===== src/rtl/ram_wr_pkg.sv =====
// Shared types and pattern function for the RAM write/readback self-test.
package ram_wr_pkg;

    localparam int PAT_W = 16;

    typedef enum logic [2:0] {
        S_IDLE,
        S_WRITE,
        S_READ,
        S_DRAIN,
        S_DONE
    } ram_wr_state_t;

    // Caller truncates to DATA_W, which yields the modulo-2^DATA_W sum.
    function automatic logic [PAT_W-1:0] ram_wr_pattern(
        input logic [PAT_W-1:0] addr,
        input logic [PAT_W-1:0] base
    );
        return addr + base;
    endfunction

endpackage


===== src/rtl/ram_wr_verify_if.sv =====
// RAM port A bundle between the self-test sequencer and the block RAM.
interface ram_wr_verify_if #(
    parameter int ADDR_W = 5,
    parameter int DATA_W = 8
);
    logic              ram_we;
    logic [ADDR_W-1:0] ram_addr;
    logic [DATA_W-1:0] ram_din;
    logic [DATA_W-1:0] ram_dout;

    modport master (
        output ram_we,
        output ram_addr,
        output ram_din,
        input  ram_dout
    );

    modport slave (
        input  ram_we,
        input  ram_addr,
        input  ram_din,
        output ram_dout
    );
endinterface


===== src/rtl/ram_wr_cmp.sv =====
// Readback comparator: delayed valid/address, error counter, first-error latch.
module ram_wr_cmp
    import ram_wr_pkg::*;
#(
    parameter int                ADDR_W   = 5,
    parameter int                DATA_W   = 8,
    parameter logic [DATA_W-1:0] PAT_BASE = 8'hA5
) (
    input  logic              sys_clk,
    input  logic              rst_n,
    input  logic              clr,
    input  logic              issue,
    input  logic [ADDR_W-1:0] addr,
    input  logic [DATA_W-1:0] dout,
    output logic              hit,
    output logic [ADDR_W:0]   err_cnt,
    output logic [ADDR_W-1:0] first_err_addr
);

    logic              v_q;
    logic [ADDR_W-1:0] a_q;
    logic [DATA_W-1:0] exp_d;

    assign exp_d = DATA_W'(ram_wr_pattern(PAT_W'(a_q), PAT_W'(PAT_BASE)));
    assign hit   = v_q && (dout != exp_d);

    always_ff @(posedge sys_clk or negedge rst_n) begin
        if (!rst_n) begin
            v_q            <= 1'b0;
            a_q            <= '0;
            err_cnt        <= '0;
            first_err_addr <= '0;
        end else if (clr) begin
            v_q            <= 1'b0;
            a_q            <= '0;
            err_cnt        <= '0;
            first_err_addr <= '0;
        end else begin
            v_q <= issue;
            a_q <= addr;
            if (hit) begin
                err_cnt <= err_cnt + 1'b1;
                if (err_cnt == '0)
                    first_err_addr <= a_q;
            end
        end
    end

endmodule


===== src/rtl/ram_wr_verify.sv =====
// RAM fill/readback self-test sequencer; RAM_WR_ERR_INJECT_EN flips bit 0
// of the word written at INJ_ADDR.
module ram_wr_verify
    import ram_wr_pkg::*;
#(
    parameter int                ADDR_W   = 5,
    parameter int                DATA_W   = 8,
    parameter logic [DATA_W-1:0] PAT_BASE = 8'hA5,
    parameter int                INJ_ADDR = 3
) (
    input  logic              sys_clk,
    input  logic              rst_n,
    input  logic              start,
    ram_wr_verify_if.master   ram,
    output logic              busy,
    output logic              done,
    output logic              pass,
    output logic [ADDR_W:0]   err_cnt,
    output logic [ADDR_W-1:0] first_err_addr
);

`ifdef RAM_WR_ERR_INJECT_EN
    localparam bit INJ_ON = 1'b1;
`else
    localparam bit INJ_ON = 1'b0;
`endif

    localparam logic [ADDR_W-1:0] ADDR_MAX = '1;
    localparam logic [ADDR_W-1:0] INJ_A    = ADDR_W'(INJ_ADDR);

    ram_wr_state_t     state;
    logic              we_q;
    logic [ADDR_W-1:0] addr_q;
    logic [DATA_W-1:0] din_q;
    logic              clr;
    logic              issue;
    logic              hit;

    function automatic logic [DATA_W-1:0] wdata(input logic [ADDR_W-1:0] a);
        logic [DATA_W-1:0] d;
        d    = DATA_W'(ram_wr_pattern(PAT_W'(a), PAT_W'(PAT_BASE)));
        d[0] = d[0] ^ (INJ_ON && (a == INJ_A));
        return d;
    endfunction

    assign ram.ram_we   = we_q;
    assign ram.ram_addr = addr_q;
    assign ram.ram_din  = din_q;

    assign clr   = start && (state == S_IDLE || state == S_DONE);
    assign issue = (state == S_READ);

    always_ff @(posedge sys_clk or negedge rst_n) begin
        if (!rst_n) begin
            state  <= S_IDLE;
            we_q   <= 1'b0;
            addr_q <= '0;
            din_q  <= '0;
            busy   <= 1'b0;
            done   <= 1'b0;
            pass   <= 1'b0;
        end else begin
            done <= 1'b0;
            unique case (state)
                S_IDLE, S_DONE: begin
                    if (start) begin
                        state  <= S_WRITE;
                        we_q   <= 1'b1;
                        addr_q <= '0;
                        din_q  <= wdata('0);
                        busy   <= 1'b1;
                        pass   <= 1'b0;
                    end
                end
                S_WRITE: begin
                    if (addr_q == ADDR_MAX) begin
                        state  <= S_READ;
                        we_q   <= 1'b0;
                        addr_q <= '0;
                    end else begin
                        addr_q <= addr_q + 1'b1;
                        din_q  <= wdata(addr_q + 1'b1);
                    end
                end
                S_READ: begin
                    if (addr_q == ADDR_MAX)
                        state <= S_DRAIN;
                    else
                        addr_q <= addr_q + 1'b1;
                end
                S_DRAIN: begin
                    // Last compare lands on this edge, so fold it into pass.
                    state <= S_DONE;
                    busy  <= 1'b0;
                    done  <= 1'b1;
                    pass  <= (err_cnt == '0) && !hit;
                end
                default: state <= S_IDLE;
            endcase
        end
    end

    ram_wr_cmp #(
        .ADDR_W   (ADDR_W),
        .DATA_W   (DATA_W),
        .PAT_BASE (PAT_BASE)
    ) u_cmp (
        .sys_clk        (sys_clk),
        .rst_n          (rst_n),
        .clr            (clr),
        .issue          (issue),
        .addr           (addr_q),
        .dout           (ram.ram_dout),
        .hit            (hit),
        .err_cnt        (err_cnt),
        .first_err_addr (first_err_addr)
    );

endmodule


===== src/flat_wrapper.sv =====
// flat-port wrapper written by rule: the top's interface ports become plain ports
module ram_wr_verify_flat import ram_wr_pkg::*;
#(
    parameter int                ADDR_W   = 5,
    parameter int                DATA_W   = 8,
    parameter logic [DATA_W-1:0] PAT_BASE = 8'hA5,
    parameter int                INJ_ADDR = 3
)
  (sys_clk, rst_n, start, busy, done, pass, err_cnt, first_err_addr, ram_ram_we, ram_ram_addr, ram_ram_din, ram_ram_dout);
  ram_wr_verify_if #(.ADDR_W(ADDR_W), .DATA_W(DATA_W)) ram_i ();
  input  logic sys_clk;
  input  logic rst_n;
  input  logic start;
  output logic busy;
  output logic done;
  output logic pass;
  output logic [ADDR_W:0] err_cnt;
  output logic [ADDR_W-1:0] first_err_addr;
  output wire logic [$bits(ram_i.ram_we)-1:0] ram_ram_we;
  output wire logic [$bits(ram_i.ram_addr)-1:0] ram_ram_addr;
  output wire logic [$bits(ram_i.ram_din)-1:0] ram_ram_din;
  input wire logic [$bits(ram_i.ram_dout)-1:0] ram_ram_dout;
  assign ram_ram_we = ram_i.ram_we;
  assign ram_ram_addr = ram_i.ram_addr;
  assign ram_ram_din = ram_i.ram_din;
  assign ram_i.ram_dout = ram_ram_dout;
  ram_wr_verify #(.ADDR_W(ADDR_W), .DATA_W(DATA_W), .PAT_BASE(PAT_BASE), .INJ_ADDR(INJ_ADDR)) u_core (.sys_clk(sys_clk), .rst_n(rst_n), .start(start), .ram(ram_i), .busy(busy), .done(done), .pass(pass), .err_cnt(err_cnt), .first_err_addr(first_err_addr));
endmodule

===== config.mk =====
export PLATFORM = sky130hd
export DESIGN_NAME = ram_wr_verify_flat
export DESIGN_NICKNAME = d
export VERILOG_FILES = /design/src/rtl/ram_wr_pkg.sv /design/src/rtl/ram_wr_verify_if.sv /design/src/rtl/ram_wr_cmp.sv /design/src/rtl/ram_wr_verify.sv /design/src/flat_wrapper.sv
export SDC_FILE = /design/constraint.sdc
export NUM_CORES = 1
export LEC_CHECK = 0
export CORE_MARGIN = 1
export CORE_UTILIZATION = 45
export CTS_BUF_LIST = sky130_fd_sc_hd__clkbuf_4 sky130_fd_sc_hd__clkbuf_8
export CTS_CLUSTER_SIZE = 12
export DETAILED_ROUTE_END_ITERATION = 6
export DONT_BUFFER_PORTS = 1
export GPL_ROUTABILITY_DRIVEN = 1
export PLACE_DENSITY = 0.56
export SYNTH_ARGS = -nofsm -noshare
export SYNTH_HDL_FRONTEND = slang
export SYNTH_SLANG_ARGS = --single-unit

===== constraint.sdc =====
create_clock -name sys_clk -period 2.4 [get_ports sys_clk]
set_input_delay 0.12 -clock sys_clk [delete_from_list [all_inputs] [get_ports sys_clk]]
set_output_delay 0.12 -clock sys_clk [all_outputs]
set_load 0.005 [all_outputs]

==> results.py, run 1 <==
metrics = {
    "synthesis": {
        "syn_inst": 199,
        "synth_cell_types": 37,
        "ys_seq_area_share_pct": 48.8,
        "yosys_warnings": 0,
        "avgSynthCellArea_um2": 9.53,
        "synth_area_leader_cell": "dfrtp_1",
        "synth.net_count": 216,
        "ys_ff_latch": 37,
        "synth_area_leaders": "dfrtp_1, xnor2_1, nand2_1",
        "synth_top_area_share_pct": 48.8,
        "syn-cell-area_mm2": 0.00190,
    },
    "global_routing": {
        "grt_use_met1_pct": 22.0,
        "gr-total-overflow": 0,
        "met3_usage_pct": 7.71,
        "antenna_found_initial": 0,
        "grt_max_degree": 38,
        "busiest_layer": "met2",
        "grt_pass1_vias": 1435,
        "use_met2_pct": 33.3,
        "grt_usage_pct": 19.8,
        "grt_pass1_wl_mm": 6.49,
    },
    "drt": {
        "wirelength_mm": 3.99,
        "wire_per_inst_um": 15.7,
        "drc_errors": 0,
        "vias": 1440,
        "drt_pass1_iterations": 4,
        "ant_nets": 0,
        "vias_per_cell": 5.65,
        "drt_iter0_markers": 67,
    },
    "clock_tree": {
        "cts_buffers": 5,
        "h-tree-depth": 2,
        "cts_buffer_depth": 2,
        "cts_sinks": 37,
        "clock_latency_ns": 0.28,
        "cts.clk_slew.worst_paths_ns": 0.07,
        "cts_tree": "done",
        "cts-root-buf": "clkbuf_8",
    },
    "place": {
        "globalplace.congestion": 0.809,
        "placed_area_mm2": 0.00194,
        "port_buffers": 0,
        "preCtsSetupSlack_ns": 0.173,
        "dp_hpwl_mm": 2.84,
        "dp_cells": 244,
    },
    "power_and_ir_drop": {
        "swShare_pct": 39.9,
        "power_frac_comb_pct": 38.0,
        "p_sw_uw": 946,
        "p_per_area_mw_per_mm2": 1140,
        "peakVddDrop_mv": 0.646,
        "p_seq_share_pct": 43.1,
        "clockPowerShare_pct": 19.0,
        "power_mw": 2.37,
        "p_int_mw": 1.43,
        "leakage_nw": 0.905,
    },
    "cells_and_area": {
        "fill_cells": 383,
        "stdcell_count": 255,
        "drive_gt1_share_pct": 9.76,
        "fin_nets": 221,
        "finish.instance_area_mm2": 0.00208,
        "syn2layout_area_growth_pct": 9.63,
        "final_util_pct": 51.6,
        "antenna_cells": 0,
    },
    "die": {
        "start_util_pct": 47.1,
        "die_y_um": 66.9,
        "die_area_mm2": 0.00448,
        "io_pins": 39,
        "die_w_um": 66.9,
        "std_cell_rows": 23,
        "coreArea_mm2": 0.00403,
    },
    "status": {
        "status": "complete, no violations",
    },
    "timing": {
        "worst_slew_pin_slew_ns": 0.592,
        "timing.final.crit_share_pct": 90.0,
        "skew_ns": 0.00408,
        "relSlewSlack_pct": 60.4,
        "period_minus_slack_ns": 2.16,
        "setup_viol": 0,
        "hold_violations": 0,
        "worst_hold_slack_ns": 0.151,
        "slew_violations": 0,
        "max_freq_ghz": 0.463,
        "fin_ws_ns": 0.241,
        "fin_setup_tns_ns": 0,
        "grt_setup_unrepaired": "no",
    },
    "setup_path": {
        "required_ns": 2.58,
        "criticalPathCategory": "reg -> reg",
        "worstPathArrival_ns": 2.34,
        "path_max_fanout": 6,
        "endpoint_kind": "flop",
        "worstSetupStartpointType": "flop",
    },
    "min_path": {
        "hold_path_class": "in -> reg",
    },
    "flow_run": {
        "max-cap-violations": 0,
    },
}
## logic make-up (layout without fill, tap and decap cells)
group,after synthesis,after routing,share of synthesized area (%)
AND/OR/NAND/NOR,84,84,22.0
AO/OA/AOI/OAI,41,41,14.1
flip-flops,37,37,48.8
XOR/XNOR,16,16,7.39
buffers and inverters,14,20,3.17
adder cells (fa/ha/maj),6,6,3.96
multiplexers,1,1,0.528
## layout make-up
cell class                 instances  area (um^2)  share of cell area [%]
timing repair buffer               5         55.1                    2.65
inverter                           7         26.3                    1.26
clock buffer                       8         91.3                    4.39
multi-input combinational        148          918                    44.2
sequential                        37          926                    44.5
tap                               50         62.6                    3.01
## path summary, 6_finish.rpt
kind                                         from                             end  slack, ns  depth (start not counted)
max                        u_core.ram.ram_addr[1]           u_core.ram.ram_din[1]       0.24                          7
min                                         start               u_core.ram.ram_we       0.15                          3
max reg2reg                u_core.ram.ram_addr[1]           u_core.ram.ram_din[1]       0.24                          7
min reg2reg                 u_core.ram.ram_din[7]           u_core.ram.ram_din[7]       0.50                          1
max in group asynchronous                   rst_n             u_core.u_cmp.a_q[0]       1.93                          2
min in group asynchronous                   rst_n  u_core.u_cmp.first_err_addr[0]       0.30                          2
## critical path: stages (launching register included)
cell and delay (ns):
dfrtp_1 0.45, ha_1 0.26, and3_1 0.20, ha_1 0.24, nor2_1 0.16, mux2i_1 0.10, or2_2 0.35, o41ai_2 0.29
## cells in the final DEF, fill, tap and decap left out, drive strengths merged, types with 4 or more instances in the layout
cell type,instances
dfrtp,37
o21ai,17
clkbuf,8
xor2,4
nor2,20
inv,7
nand2b,5
nand2,24
xnor2,12
and2,7
ha,6
nand3,14
a21oi,11
## timing repair
action	4_1_cts	5_1_grt
setup endpoints to repair	0	1
hold buffers	3	0
buffers inserted	0	0
resized for setup	0	1
endpoints found under the hold margin	38	0
## Yosys cell counts
master,count
a211oi_2,1
a21bo_2,1
a21o_1,1
a21oi_1,10
a21oi_2,1
a31o_2,1
a31oi_1,1
a32o_1,1
and2_1,7
and3_1,1
buf_6,1
clkbuf_1,6
dfrtp_1,37
ha_1,6
inv_1,7
mux2i_1,1
nand2_1,24
nand2b_1,5
nand3_1,14
nand3b_1,3
nand4_1,1
nor2_1,20
nor2b_1,1
nor3_1,3
nor3b_1,2
nor4b_4,1
o211ai_2,1
o21ai_0,16
o21ai_2,1
o221ai_1,1
o31ai_1,2
o32a_1,2
o41ai_1,1
or2_2,1
or3_1,1
xnor2_1,12
xor2_1,4
## per-layer routing
metal / up-vias / part of all wire, % / wire length [um]
met5: - / 0 / 0
met4: 0 / 2.3 / 90
met3: 11 / 6.9 / 276
met2: 48 / 47 / 1890
met1: 692 / 43 / 1730
li1: 689 / - / -
## power by group through the flow
| stage | Clock [mW] | Sequential, mW | Combinational, mW |
|---|---|---|---|
| floorplan | 0 | 0.955 | 0.735 |
| global route | 0.488 | 1.05 | 1.01 |
| CTS | 0.462 | 1.02 | 0.894 |
| detailed placement | 0 | 1.03 | 0.864 |
| global placement | 0 | 1.02 | 0.840 |
| finish | 0.450 | 1.02 | 0.901 |
## flip-flops by register name, summed over array words and instances (netlist names), 3 cells and up
register	flops
u_core.ram.ram_din	8
u_core.u_cmp.err_cnt	6
u_core.ram.ram_addr	5
u_core.u_cmp.a_q	5
u_core.u_cmp.first_err_addr	5
u_core.state	3
(Power assumes the default switching activity.)
==> inputs of run 2 (changes only) <==
--- a/config.mk
+++ b/config.mk
@@ -5,13 +5,14 @@
 export SDC_FILE = /design/constraint.sdc
 export NUM_CORES = 1
 export LEC_CHECK = 0
+export ABC_AREA = 1
 export CORE_MARGIN = 1
 export CORE_UTILIZATION = 45
 export CTS_BUF_LIST = sky130_fd_sc_hd__clkbuf_4 sky130_fd_sc_hd__clkbuf_8
 export CTS_CLUSTER_SIZE = 12
 export DETAILED_ROUTE_END_ITERATION = 6
 export DONT_BUFFER_PORTS = 1
-export GPL_ROUTABILITY_DRIVEN = 1
+export GPL_ROUTABILITY_DRIVEN = 0
 export PLACE_DENSITY = 0.56
 export SYNTH_ARGS = -nofsm -noshare
 export SYNTH_HDL_FRONTEND = slang
==> run 2 against run 1 <==
Compared with the run above:
- non-clock buffer count decreased by 2
- worst hold slack improved by 0.029 ns
- sequential power about the same
- maximum frequency increased by 12%
- die area increased by 5.1%
- clock skew increased by 0.0058 ns
- cell area increased by 5.8%
- wire length decreased by 4.6%
- area after synthesis increased by 5.2%
- sequential share of layout area decreased by 2.5 points
- count of clock-buffer cells in the layout decreased by 2
- critical endpoint is now u_core.ram.ram_din[7]
==> results.py, run 2 <==
metrics = {
    "status": {
        "status": "complete, no violations",
    },
    "cells_and_area": {
        "largest_reg_flops": 8,
        "drive_gt1_share_pct": 14.9,
        "antenna_cells": 0,
        "syn2layout_area_growth_pct": 10.3,
        "fill_cells": 389,
        "fin_nets": 265,
        "register_area_um2": 926,
        "multi_input_area_um2": 912,
        "final_cell_mix": "nand2_1, dfrtp_1, nand3_1",
        "final_common_cell": "nand2_1",
    },
    "clock_tree": {
        "cts.clk_slew.worst_paths_ns": 0.07,
        "cts-resized-gates": 0,
        "h-tree-depth": 2,
        "cts-root-buf": "clkbuf_8",
        "cts_tree": "done",
        "cts_buffers": 5,
        "cts_buffer_depth": 2,
        "cts_sinks": 37,
        "postCtsSetupRepairBufs": 0,
        "clock_latency_ns": 0.29,
        "hold_buffers": 2,
    },
    "synthesis": {
        "synth_edf_count": 0,
        "synth_area_leader_cell": "dfrtp_1",
        "synth_commonest_cells": "nand2_1, dfrtp_1, nand3_1",
        "syn_inst": 241,
        "async_flop_share_pct": 100,
        "yosysMostFrequentCell": "nand2_1",
        "synth.net_count": 258,
        "synth_cell_types": 30,
        "ys_ff_latch": 37,
        "synth_area_leaders": "dfrtp_1, nand2_1, nand3_1",
        "synth_flop_cell": "dfrtp_1",
        "ys_seq_area_share_pct": 46.4,
        "syn-cell-area_mm2": 0.00200,
        "avgSynthCellArea_um2": 8.28,
        "yosys_warnings": 0,
        "synth_top_area_share_pct": 46.4,
    },
    "drt": {
        "vias": 1472,
        "wirelength_mm": 3.81,
        "wire_per_inst_um": 12.7,
        "drt_pass1_iterations": 4,
        "drt_iter0_markers": 66,
        "vias_per_cell": 4.92,
        "drc_errors": 0,
        "ant_nets": 0,
    },
    "timing": {
        "period_minus_slack_ns": 1.92,
        "max_freq_ghz": 0.520,
        "worst_slew_pin_slew_ns": 0.508,
        "relSlewSlack_pct": 65.9,
        "fin_ws_ns": 0.477,
        "grt_setup_unrepaired": "no",
        "skew_ns": 0.00992,
        "hold_violations": 0,
        "worst_hold_slack_ns": 0.180,
        "setup_viol": 0,
        "fin_setup_tns_ns": 0,
        "timing.final.crit_share_pct": 80.1,
        "slew_violations": 0,
    },
    "power_and_ir_drop": {
        "swShare_pct": 40.9,
        "p_sw_mw": 1.06,
        "power_mw": 2.60,
        "p_per_area_mw_per_mm2": 1180,
        "peakVddDrop_mv": 0.642,
        "power_frac_comb_pct": 39.2,
        "p_int_mw": 1.54,
        "p_seq_share_pct": 39.4,
        "leakage_nw": 1.13,
        "clockPowerShare_pct": 21.4,
    },
    "setup_path": {
        "worstPathArrival_ns": 2.10,
        "endpoint_kind": "flop",
        "worstSetupStartpointType": "flop",
        "path_max_fanout": 6,
        "required_ns": 2.57,
        "criticalPathCategory": "reg -> reg",
        "max_stage_delay_ns": 0.44,
        "path_cells": "ha_1, inv_1, nor3_1, ha_1, inv_1, o211ai_2, inv_2, or2_1",
        "worst_path_max_delay_cell": "dfrtp_1",
    },
    "die": {
        "coreArea_mm2": 0.00412,
        "start_util_pct": 48.5,
        "die_w_um": 68.6,
        "die_y_um": 68.6,
        "std_cell_rows": 23,
        "io_pins": 39,
        "die_area_mm2": 0.00471,
    },
    "min_path": {
        "hold_path_class": "in -> reg",
    },
    "global_routing": {
        "grt_pass1_vias": 1445,
        "grt_usage_pct": 19.0,
        "grt_max_degree": 38,
        "gr-total-overflow": 0,
        "grt_pass1_wl_mm": 6.50,
        "antenna_found_initial": 0,
    },
    "flow_run": {
        "max-cap-violations": 0,
    },
    "place": {
        "dp_hpwl_mm": 2.83,
        "port_buffers": 0,
        "preCtsSetupSlack_ns": 0.468,
    },
}
==> run 2: cell count changes after synthesis, moves of 5 or more <==
cell	change
a21oi_1	-7
and2_1	-7
inv_1	+20
inv_2	+8
nand2_1	+33
nand2_2	+5
nand2b_1	-5
nand3_1	+16
o21ai_0	-16
o21ai_1	+7
xnor2_1	-11
==> run 2: worst max-delay path: cells and delay by family, from the launching register on <==
kind,cells,cell delay (ns)
adder cells (fa/ha/maj),2,0.47
flip-flops,1,0.44
AND/OR/NAND/NOR,2,0.36
AO/OA/AOI/OAI,1,0.32
buffers and inverters,3,0.22
==> run 2: routing by layer <==
metal	part of all wire [%]	vias up	global-route usage, %	routed length (um)
met3	6.3	6	6.91	240
met1	47	657	23.8	1800
met2	45	35	29.7	1710
met5	0	-	0	0
met4	1.7	0	7.03	63
li1	-	774	-	-
==> run 2: path summary, 6_finish.rpt <==
path	start	to	slack (ns)	cells after the start
setup / recovery	u_core.ram.ram_addr[0]	u_core.ram.ram_din[7]	0.48	8
max in group asynchronous	rst_n	u_core.ram.ram_addr[1]	1.91	2
hold / removal	start	u_core.state[1]	0.18	4
setup reg to reg	u_core.ram.ram_addr[0]	u_core.ram.ram_din[7]	0.48	8
min in group asynchronous	rst_n	u_core.u_cmp.v_q	0.31	2
hold reg to reg	u_core.state[0]	u_core.u_cmp.v_q	0.50	1
==> run 2: cell type report <==
cell class / count / share of cell area [%]
Sequential cell: 37 / 42.1
Multi-Input combinational cell: 164 / 41.4
Inverter: 37 / 6.48
Clock buffer: 6 / 3.75
Tap cell: 50 / 2.84
Clock inverter: 2 / 1.71
Timing Repair Buffer: 3 / 1.71
==> run 2: cell families (layout without fill, tap and decap cells) <==
group / count (synthesis) / in the layout / synth area share, %
AO/OA/AOI/OAI: 17 / 17 / 5.58
XOR/XNOR: 8 / 8 / 3.89
adder cells (fa/ha/maj): 6 / 6 / 3.76
buffers and inverters: 40 / 48 / 7.90
flip-flops: 37 / 37 / 46.4
AND/OR/NAND/NOR: 133 / 133 / 32.5
==> run 2: power groups by stage <==
stage	combinational (mW)	sequential [mW]	clock [mW]
2_1_floorplan	0.841	0.983	0
3_3_place_gp	1.01	1.04	0
3_5_place_dp	1.01	1.04	0
4_1_cts	1.04	1.03	0.574
5_1_grt	1.19	1.06	0.595
6_report	1.02	1.02	0.556
==> run 2: per-stage QoR <==
step | util (%) | cell area [um^2] | instances
2_1_floorplan | - | 2000 | 241
3_3_place_gp | 49.8 | 2050 | 289
3_5_place_dp | 49.8 | 2050 | 289
4_1_cts | 53.5 | 2200 | 299
5_1_grt | 53.5 | 2200 | 299
6_report | 53.5 | 2200 | 299
==> inputs of run 3 (changes only) <==
--- a/config.mk
+++ b/config.mk
@@ -13,7 +13,7 @@
 export DETAILED_ROUTE_END_ITERATION = 6
 export DONT_BUFFER_PORTS = 1
 export GPL_ROUTABILITY_DRIVEN = 0
-export PLACE_DENSITY = 0.56
+export PLACE_DENSITY = 0.58
 export SYNTH_ARGS = -nofsm -noshare
 export SYNTH_HDL_FRONTEND = slang
 export SYNTH_SLANG_ARGS = --single-unit
==> constraint.sdc (replaced) <==
create_clock -name sys_clk -period 1.5 [get_ports sys_clk]
set_input_delay 0.075 -clock sys_clk [delete_from_list [all_inputs] [get_ports sys_clk]]
set_output_delay 0.075 -clock sys_clk [all_outputs]
set_load 0.005 [all_outputs]
==> run 3 against run 2 <==
Compared with the run above:
- the flow now finishes with violations (negative setup slack)
- worst hold slack better by 0.011 ns
- clock power is 61% higher
- via count is 9.9% higher
- global-route usage is 0.15 points higher
- maximum frequency is 14% higher
- setup slack worse by 0.67 ns
- clock skew is 0.0047 ns lower
- critical endpoint is now u_core.u_cmp.first_err_addr[4]
- largest power group is now combinational logic
- highest routed layer unchanged
==> results.py, run 3 (synthesis results as in run 2) <==
metrics = {
    "status": {
        "status": "complete, but fails checks",
        "violations": "negative setup slack",
    },
    "global_routing": {
        "antenna_found_initial": 0,
        "grt_usage_pct": 19.1,
        "grt_max_degree": 38,
        "grt_pass1_vias": 1539,
        "grt_pass1_wl_mm": 6.51,
        "gr-total-overflow": 0,
    },
    "timing": {
        "worst_slew_pin_slew_ns": 0.497,
        "slew_violations": 0,
        "fin_ws_ns": -0.194,
        "worst_hold_slack_ns": 0.191,
        "grt_setup_unrepaired": "yes",
        "period_minus_slack_ns": 1.69,
        "relSlewSlack_pct": 66.6,
        "timing.final.crit_share_pct": 113,
        "skew_ns": 0.00522,
        "max_freq_ghz": 0.590,
        "hold_violations": 0,
        "setup_viol": 24,
    },
    "cells_and_area": {
        "register_area_um2": 926,
        "fin_nets": 288,
        "drive_gt1_share_pct": 33.5,
        "final_util_pct": 61.9,
        "multi_input_area_mm2": 0.00106,
        "final_common_cell": "nand2_1",
        "stdcell_count": 322,
        "syn2layout_area_growth_pct": 27.6,
        "fill_cells": 369,
        "final_cell_mix": "nand2_1, dfrtp_1, nand3_1",
        "finish.instance_area_mm2": 0.00255,
        "largest_reg_flops": 8,
        "antenna_cells": 0,
    },
    "power_and_ir_drop": {
        "p_sw_mw": 1.99,
        "swShare_pct": 40.3,
        "power_frac_comb_pct": 50.0,
        "p_per_area_mw_per_mm2": 1940,
        "peakVddDrop_mv": 1.28,
        "clockPowerShare_pct": 18.0,
        "power_mw": 4.95,
        "p_seq_share_pct": 32.0,
        "leakage_nw": 1.27,
        "p_int_mw": 2.96,
    },
    "die": {
        "start_util_pct": 48.5,
        "die_y_um": 68.6,
        "io_pins": 39,
        "coreArea_mm2": 0.00412,
        "die_w_um": 68.6,
        "std_cell_rows": 23,
        "die_area_mm2": 0.00471,
    },
    "drt": {
        "vias_per_cell": 5.02,
        "wirelength_mm": 4.10,
        "drc_errors": 0,
        "ant_nets": 0,
        "vias": 1618,
        "drt_pass1_iterations": 4,
        "drt_iter0_markers": 47,
        "wire_per_inst_um": 12.7,
    },
    "clock_tree": {
        "cts-root-buf": "clkbuf_8",
        "cts_tree": "done",
        "cts_buffer_depth": 2,
        "h-tree-depth": 2,
        "cts_buffers": 5,
        "clock_latency_ns": 0.29,
        "cts.clk_slew.worst_paths_ns": 0.07,
        "cts_sinks": 37,
    },
    "setup_path": {
        "required_ns": 1.68,
        "worstPathArrival_ns": 1.87,
        "path_cells": "ha_4, inv_2, nand2_1, nand3_1, nor2_1, nand2_2, nor2_4, nand3_4, nand3_4, nand2_4, nand2_1, nand2_1",
        "criticalPathCategory": "reg -> reg",
        "path_max_fanout": 6,
        "cp_common_cell": "nand2_1",
        "cp_top_family": "simple AND/OR/NAND/NOR gates",
        "endpoint_kind": "flop",
        "crit_buf_inv": 1,
        "worst_path_max_delay_cell": "dfrtp_1",
        "max_stage_delay_ns": 0.41,
        "worstSetupStartpointType": "flop",
    },
    "place": {
        "placed_area_mm2": 0.00226,
        "port_buffers": 0,
        "dp_cells": 312,
        "dp_hpwl_mm": 2.97,
    },
    "min_path": {
        "hold_path_class": "in -> reg",
    },
    "flow_run": {
        "max-cap-violations": 0,
    },
}
run 3: cell types whose count changed in the layout (fill, tap and decap cells not counted), sizes merged:
cell  delta
buf     +23
run 3: routing by layer:
metal  GRT usage [%]  up-vias  wire (um)
li1                -      824          -
met1            22.1      757       1830
met2            32.6       31       2030
met3            6.91        6        186
met4            6.25        0         50
met5               0        -          0
run 3: per-stage QoR:
| step | setup WS (ns) | setup TNS (ns) |
|---|---|---|
| 2_1_floorplan | -0.139 | -1.05 |
| 3_3_place_gp | -0.140 | -2.04 |
| 3_5_place_dp | -0.174 | -2.14 |
| 4_1_cts | -0.173 | -2.33 |
| 5_1_grt | -0.305 | -5.40 |
| 6_report | -0.194 | -2.69 |
run 3: final timing paths:
path / from / endpoint / slack, ns / depth (start not counted)
worst max-delay path: u_core.u_cmp.a_q[1] / u_core.u_cmp.first_err_addr[4] / -0.19 / 12
worst min-delay path: start / u_core.u_cmp.a_q[3] / 0.19 / 4
worst max register to register: u_core.u_cmp.a_q[1] / u_core.u_cmp.first_err_addr[4] / -0.19 / 12
worst min register to register: u_core.ram.ram_din[7] / u_core.ram.ram_din[7] / 0.49 / 1
max in group asynchronous: rst_n / u_core.u_cmp.err_cnt[1] / 1.07 / 2
min in group asynchronous: rst_n / u_core.u_cmp.first_err_addr[2] / 0.24 / 2
run 3: repair_timing:
action / 4_1_cts / 5_1_grt
hold buffers: 2 / 0
pin swaps: 2 / 8
setup endpoints to repair: 27 / 29
resized for setup: 12 / 24
setup buffers: 1 / 0
endpoints found under the hold margin: 37 / 0
run 3: tightest hold or removal path: stages:
cell and delay (ns):
inv_1 0.06, nor2_1 0.06, buf_4 0.16, nor2_1 0.08
run 3: power by group through the flow:
stage / clock [mW] / combinational [mW] / sequential, mW
floorplan: 0 / 1.39 / 1.57
global placement: 0 / 2.10 / 1.58
detailed placement: 0 / 2.09 / 1.58
CTS: 0.928 / 2.22 / 1.57
global route: 0.967 / 2.75 / 1.63
finish: 0.893 / 2.48 / 1.59
run 3: layout make-up:
| class | count | area share [%] |
|---|---|---|
| Clock buffer | 6 | 3.24 |
| Clock inverter | 2 | 1.47 |
| Inverter | 37 | 5.99 |
| Multi-Input combinational cell | 164 | 41.7 |
| Sequential cell | 37 | 36.3 |
| Tap cell | 50 | 2.46 |
| Timing Repair Buffer | 26 | 8.84 |
